**src/rtl/vector_lsu.sv**
```systemverilog
// Vector load/store unit: one request at a time over valid/ready, one or two
// aligned 256-bit line accesses on the vector memory port, one-cycle response.
// Optional feature macro: VLSU_UNALIGNED_EN (merges two lines for unaligned loads).
module vector_lsu #(
  parameter int unsigned N = 24
) (
  input  logic           clk,
  input  logic           rst,
  input  logic           en,
  input  logic           req_valid,
  output logic           req_ready,
  input  logic           req_write,
  input  logic [N-1:0]   req_addr,
  input  logic [255:0]   req_wdata,
  output logic           rsp_valid,
  output logic [255:0]   rsp_rdata,
  output logic           rsp_error,
  output logic [N-1:0]   data_address_vector,
  output logic [255:0]   write_data_vector,
  output logic           MemWrite_vector,
  input  logic [255:0]   read_data_vector
);

  localparam int unsigned LINE_W     = 256;
  localparam int unsigned OFF_W      = 5;
  localparam int unsigned LINE_BYTES = 32;

  typedef enum logic [1:0] {IDLE, ACCESS, ACCESS2, RESP} state_e;

  state_e              state_q, state_d;
  logic                write_q, write_d;
  logic [OFF_W-1:0]    off_q, off_d;
  logic [N-1:0]        addr_q, addr_d;
  logic [LINE_W-1:0]   wdata_q, wdata_d;
  logic                we_q, we_d;
  logic                rsp_valid_q, rsp_valid_d;
  logic [LINE_W-1:0]   rdata_q, rdata_d;
  logic                err_q, err_d;
  logic [N-1:0]        line0_c;

`ifdef VLSU_UNALIGNED_EN
  logic [LINE_W-1:0]   buf0_q, buf0_d;
  logic [LINE_W-1:0]   merged_c;

  // Byte-granular window starting at the offset into {second line, first line}
  assign merged_c = LINE_W'({read_data_vector, buf0_q} >> {off_q, 3'b000});
`endif

  assign line0_c   = {req_addr[N-1:OFF_W], OFF_W'(0)};
  assign req_ready = (state_q == IDLE) && en && !rst;

  assign data_address_vector = addr_q;
  assign write_data_vector   = wdata_q;
  assign MemWrite_vector     = we_q;
  assign rsp_valid           = rsp_valid_q;
  assign rsp_rdata           = rdata_q;
  assign rsp_error           = err_q;

  // Next-state and registered-output computation
  always_comb begin
    state_d     = state_q;
    write_d     = write_q;
    off_d       = off_q;
    addr_d      = addr_q;
    wdata_d     = wdata_q;
    we_d        = 1'b0;
    rsp_valid_d = 1'b0;
    rdata_d     = rdata_q;
    err_d       = err_q;
`ifdef VLSU_UNALIGNED_EN
    buf0_d      = buf0_q;
`endif
    case (state_q)
      IDLE: begin
        if (req_valid && req_ready) begin
          write_d = req_write;
          off_d   = req_addr[OFF_W-1:0];
          state_d = ACCESS;
          // Address/strobe are registered so they are live during ACCESS
          if (!req_write || (req_addr[OFF_W-1:0] == OFF_W'(0))) begin
            addr_d = line0_c;
          end
          if (req_write && (req_addr[OFF_W-1:0] == OFF_W'(0))) begin
            we_d    = 1'b1;
            wdata_d = req_wdata;
          end
        end
      end
      ACCESS: begin
        state_d     = RESP;
        rsp_valid_d = 1'b1;
        if (write_q) begin
          rdata_d = '0;
          err_d   = (off_q != OFF_W'(0));
        end else if (off_q == OFF_W'(0)) begin
          rdata_d = read_data_vector;
          err_d   = 1'b0;
        end else begin
`ifdef VLSU_UNALIGNED_EN
          buf0_d      = read_data_vector;
          addr_d      = addr_q + N'(LINE_BYTES);
          state_d     = ACCESS2;
          rsp_valid_d = 1'b0;
`else
          rdata_d = '0;
          err_d   = 1'b1;
`endif
        end
      end
`ifdef VLSU_UNALIGNED_EN
      ACCESS2: begin
        state_d     = RESP;
        rsp_valid_d = 1'b1;
        rdata_d     = merged_c;
        err_d       = 1'b0;
      end
`endif
      RESP: begin
        state_d = IDLE;
      end
      default: begin
        state_d = IDLE;
      end
    endcase
  end

  // State and output registers with synchronous reset
  always_ff @(posedge clk) begin
    if (rst) begin
      state_q     <= IDLE;
      write_q     <= 1'b0;
      off_q       <= '0;
      addr_q      <= '0;
      wdata_q     <= '0;
      we_q        <= 1'b0;
      rsp_valid_q <= 1'b0;
      rdata_q     <= '0;
      err_q       <= 1'b0;
`ifdef VLSU_UNALIGNED_EN
      buf0_q      <= '0;
`endif
    end else begin
      state_q     <= state_d;
      write_q     <= write_d;
      off_q       <= off_d;
      addr_q      <= addr_d;
      wdata_q     <= wdata_d;
      we_q        <= we_d;
      rsp_valid_q <= rsp_valid_d;
      rdata_q     <= rdata_d;
      err_q       <= err_d;
`ifdef VLSU_UNALIGNED_EN
      buf0_q      <= buf0_d;
`endif
    end
  end

endmodule

```
**config.mk**
```make
export PLATFORM = sky130hd
export DESIGN_NAME = vector_lsu
export DESIGN_NICKNAME = d
export VERILOG_FILES = /design/src/rtl/vector_lsu.sv
export SDC_FILE = /design/constraint.sdc
export NUM_CORES = 1
export LEC_CHECK = 0
export ABC_AREA = 1
export ABC_CLOCK_PERIOD_IN_PS = 3700
export BUFFER_PORTS_ARGS = -buffer_cell sky130_fd_sc_hd__buf_2
export CORE_AREA = 2 2 423 425
export CTS_BUF_LIST = sky130_fd_sc_hd__clkbuf_4 sky130_fd_sc_hd__clkbuf_8
export DETAILED_ROUTE_END_ITERATION = 8
export DIE_AREA = 0 0 425 427
export PLACE_DENSITY = 0.41
export SYNTH_ARGS = -nofsm -noshare
export SYNTH_HDL_FRONTEND = slang
export SYNTH_SLANG_ARGS = --single-unit
```
**constraint.sdc**
```tcl
create_clock -name clk -period 3.7 [get_ports clk]
set_input_delay 0.74 -clock clk [delete_from_list [all_inputs] [get_ports clk]]
set_output_delay 0.74 -clock clk [all_outputs]
set_load 0.02 [all_outputs]
```
Yosys cells after proc, flatten, opt, wreduce, memory -nomap -nowiden
Cells that the tools add are included.

Register bits after elaboration: 542. Word-level logic and storage cells: 36. Input port bits: 541. Output and inout port bits: 540.

Eq/ne operators: 2. Bitwise operators: 2. Reductions and logical operators: 15. Muxes and demuxes: 8.

Operator list (count): 2-to-1 mux 256 bit (2); zero test 5 bit (2); AND reduction 3 bit (2); nonzero test 5 bit (1); logical AND 1 bit (4); 2-to-1 mux 1 bit (4); case mux 2 bit (2 select lines) (1); OR reduction 3 bit (1); == test 2 x 1 -> 1 bit, second input constant (1); zero test 1 bit (2); zero test 2 bit (1); 2-to-1 mux 2 bit (1); inequality test 2 x 1 -> 1 bit, second input constant (1); NOT 1 bit (2); AND reduction 2 bit (1); logical OR 1 bit (1).

Depth between registers and ports, before layout
Depth in word-level cells: 6. Mapped depth: 9. Mapped depth without buffers: 7.

Worst setup path after synthesis
No wires, ideal clock.

Path type: input to output. Start: in rst. End: out req_ready. Path slack: 1.798 ns. Data required time: 2.960 ns. Cell stages on the path: 4. Arrival: 1.162 ns. Buffers on the path: 1. Cells stage by stage: buf_6 -> nor2_8 -> nand2_1 -> inv_1.

Word-level cells in the longest chain between the ends: 2.

RTL lines: from (decl) (RTL line 8) `input logic rst,`; zero test 1 bit (RTL line 50) `assign req_ready = (state_q == IDLE) && en && !rst;`; logical AND 1 bit (RTL line 50); to (decl) (RTL line 11) `output logic req_ready,`.

No other way between the ends.

Worst setup path in the final report
Start: reg state_q[1]. End: out req_ready.

Word-level cells in the longest chain between the ends: 3.

RTL lines: from (decl) (RTL line 30) `state_e state_q, state_d;`; from (signal assigned) (RTL line 143) `state_q <= state_d;`; zero test 2 bit (RTL line 50); logical AND 1 bit (2 in a row) (RTL line 50).

No other way between the ends.

==> flow_summary.ini <==
[cells_and_area]
fillers = 20500
stdcell_area_sq_um = 31600
fin_nets = 4501
final_cell_mix = buf_2 (1074), dfxtp_1 (542), nand2_1 (535), nor2_1 (535), nand3_1 (514)
final_common_cell = buf_2
syn2layout_area_growth_pct = 46.1
drive_gt1_share_pct = 33.2
final-seq-area_sq_um = 10900
multiInputGateArea_sq_um = 8300

[clock_tree]
clk_path_buf_depth = 3
cts.sinks = 542
cts_resized = 0
clk_latency_ns = 0.87
cts_tree = built
path_clk_slew_ns = 0.06
cts_setup_buffers = 0
cts_root_buf = clkbuf_8
cts.hold.buffers_added = 0
htree_levels = 3
cts-buffers-inserted = 106

[route]
drtIter0Drc = 1155
vias = 22700
drtPass1Iterations = 5
viasPerCell = 3.54
wl_per_cell_um = 15.7
wirelength_um = 101000
ant_nets = 0
drc = 0

[power_and_ir_drop]
p_switching_uw = 4130
switching_share_pct = 28.3
ir_drop_mv = 0.260
p_per_area_nw_per_um2 = 462
p_comb_share_pct = 11.9
power_frac_seq_pct = 41.7
leakagePower_uw = 0.0150
clockPowerShare_pct = 46.4
p_int_uw = 10500

[critical_path]
start_kind = register
end_kind = output pin
endpoint = req_ready
critical_path_class = register to output pin
arrival_ns = 1.63
ff2ff_setup_slack_ns = 1.48
path_cells = nor2_2 > nand2_1 > inv_1 > buf_2
reg2reg_to = rsp_rdata[181]
reg2regPathDepth = 8
worst-path-stages = 4
slowest_stage = dfxtp_1
cp_num_buf_inv = 2
r2r-start = state_q[0]
crit_start = state_q[1]
critPathTopFamily = flip-flops
cpPeakStageDelay_ns = 0.32
crit_required_ns = 2.96
path_max_fanout = 3

[job]
max-cap-violations = 0

[timing]
slew_viol_final = 0
clock.fmax_ghz = 0.422
period_minus_slack_ns = 2.37
rsz0062_at_grt = false
setup_violations = 0
finalHoldViolations = 0
worst_slew_pin_slew_ns = 0.918
slew_headroom_pct = 38.8
clock_skew_ns = 0.0577
fin_crit_sh_pct = 64.1
setup-tns-final_ns = 0

[logic_synthesis]
syn_inst = 2956
synth_cell_types = 21
syn-cell-area_sq_um = 21600
yosysWarnings = 0
synth_seq_area_share_pct = 50.2
avgSynthCellArea_sq_um = 7.31
ys_seq_elements = 542

[floorplan]
die_x_um = 425
fp-row-count = 155
pin_count = 1081
start_util_pct = 12.2
coreArea_sq_um = 177000
die_area_sq_um = 181000
fp.dieH_um = 427

[hold_path]
min_path_type = input port to register

[grt]
grt.met1_usage_pct = 11.4
grt_pass1_wl_um = 142000
grt_usage_pct = 10.4
grt_max_degree = 115
antenna_found_initial = 19
use_met3_pct = 3.37
grt.met2_usage_pct = 18.5
top_usage_layer = met2
grt_overflow = 0
grt_pass1_vias = 21700

[outcome]
status = finished, final reports clean

[placed_design]
hpwl_um = 73800
io_buffers = 1075
gp_congestion = 0.817
dpl_cell_area_sq_um = 29200
per-layer routing:
| metal | routed length (um) | up-vias | share of wire, % |
|---|---|---|---|
| met5 | 42 | - | 0.042 |
| met4 | 3000 | 6 | 3.0 |
| met3 | 7660 | 162 | 7.6 |
| met2 | 51400 | 759 | 51 |
| met1 | 38900 | 10500 | 39 |
| li1 | - | 11300 | - |
layout make-up:
class | instances | area share (%)
sequential | 542 | 34.4
multi-input combinational | 1906 | 26.3
clock inverter | 13 | 0.570
clock buffer | 183 | 6.92
tap | 2355 | 9.33
timing repair buffer | 1134 | 19.2
antenna | 13 | 0.103
inverter | 270 | 3.27
Yosys cell counts:
cell type | number | area (sq um)
buf_1 | 11 | 41.3
o21ai_0 | 7 | 35.0
nor2_2 | 3 | 18.8
dfxtp_1 | 542 | 10900
nor2_4 | 3 | 33.8
buf_2 | 62 | 310
nand3b_1 | 19 | 143
nand4_2 | 1 | 12.5
inv_1 | 268 | 1010
nand2_1 | 535 | 2010
conb_1 | 1 | 3.75
nand3_1 | 514 | 2570
clkbuf_4 | 7 | 52.6
buf_6 | 36 | 405
a21oi_1 | 282 | 1410
nor2_8 | 1 | 20.0
inv_2 | 2 | 7.51
buf_4 | 50 | 375
clkbuf_1 | 76 | 285
nand3_2 | 1 | 10.0
nor2_1 | 535 | 2010
metrics by stage:
| step | total power (uW) | cells | utilization (%) | worst slack, ns | hold slack, ns |
|---|---|---|---|---|---|
| 6_report | 14600 | 6416 | 17.8 | 1.33 | 0.132 |
| 5_1_grt | 15300 | 6411 | 17.8 | 1.17 | 0.0403 |
| 4_1_cts | 14900 | 6403 | 17.8 | 1.17 | 0.00293 |
| 3_5_place_dp | 7970 | 6207 | 16.5 | 0.989 | 0.451 |
| 3_3_place_gp | 7970 | 6207 | 16.5 | 1.01 | 0.445 |
| 2_1_floorplan | 7180 | 2960 | - | 1.80 | 0.429 |
power by group through the flow:
stage,Sequential [uW],Clock [uW],Combinational (uW)
after floorplan,6390,0,795
after global placement,6200,0,1770
after detailed placement,6200,0,1770
after CTS,6080,7080,1770
after global routing,6090,7310,1910
final,6080,6780,1740
tightest hold or removal path, stage by stage:
cell and delay (ns):
buf_2 0.09, nand3_1 0.06, a21oi_1 0.05
how the worst min path moves through the flow:
stage	start	endpoint	cells past startpoint	slack, ns
after floorplan	off_q[4]	off_q[4]	2	0.43
after global placement	off_q[3]	off_q[3]	2	0.45
after detailed placement	off_q[3]	off_q[3]	2	0.45
after CTS	read_data_vector[210]	rsp_rdata[210]	3	0.003
after global routing	read_data_vector[169]	rsp_rdata[169]	3	0.04
final	read_data_vector[225]	rsp_rdata[225]	3	0.13
registers in the layout (all words and copies together), names as in the netlist:
register             count
MemWrite_vector          1
state_q                  2
rsp_valid                1
write_data_vector      256
data_address_vector     19
rsp_error                1
off_q                    5
rsp_rdata              256
write_q                  1
kinds of logic (layout without fill, tap and decap cells):
kind of cell | count (synthesis) | after routing | share of synthesized area (%)
AO/OA/AOI/OAI | 289 | 289 | 6.69
buffers and inverters | 512 | 1600 | 11.5
flip-flops | 542 | 542 | 50.2
other | 1 | 18 | 0.0174
AND/OR/NAND/NOR | 1612 | 1612 | 31.6
Power figures use the tool's default switching activity.
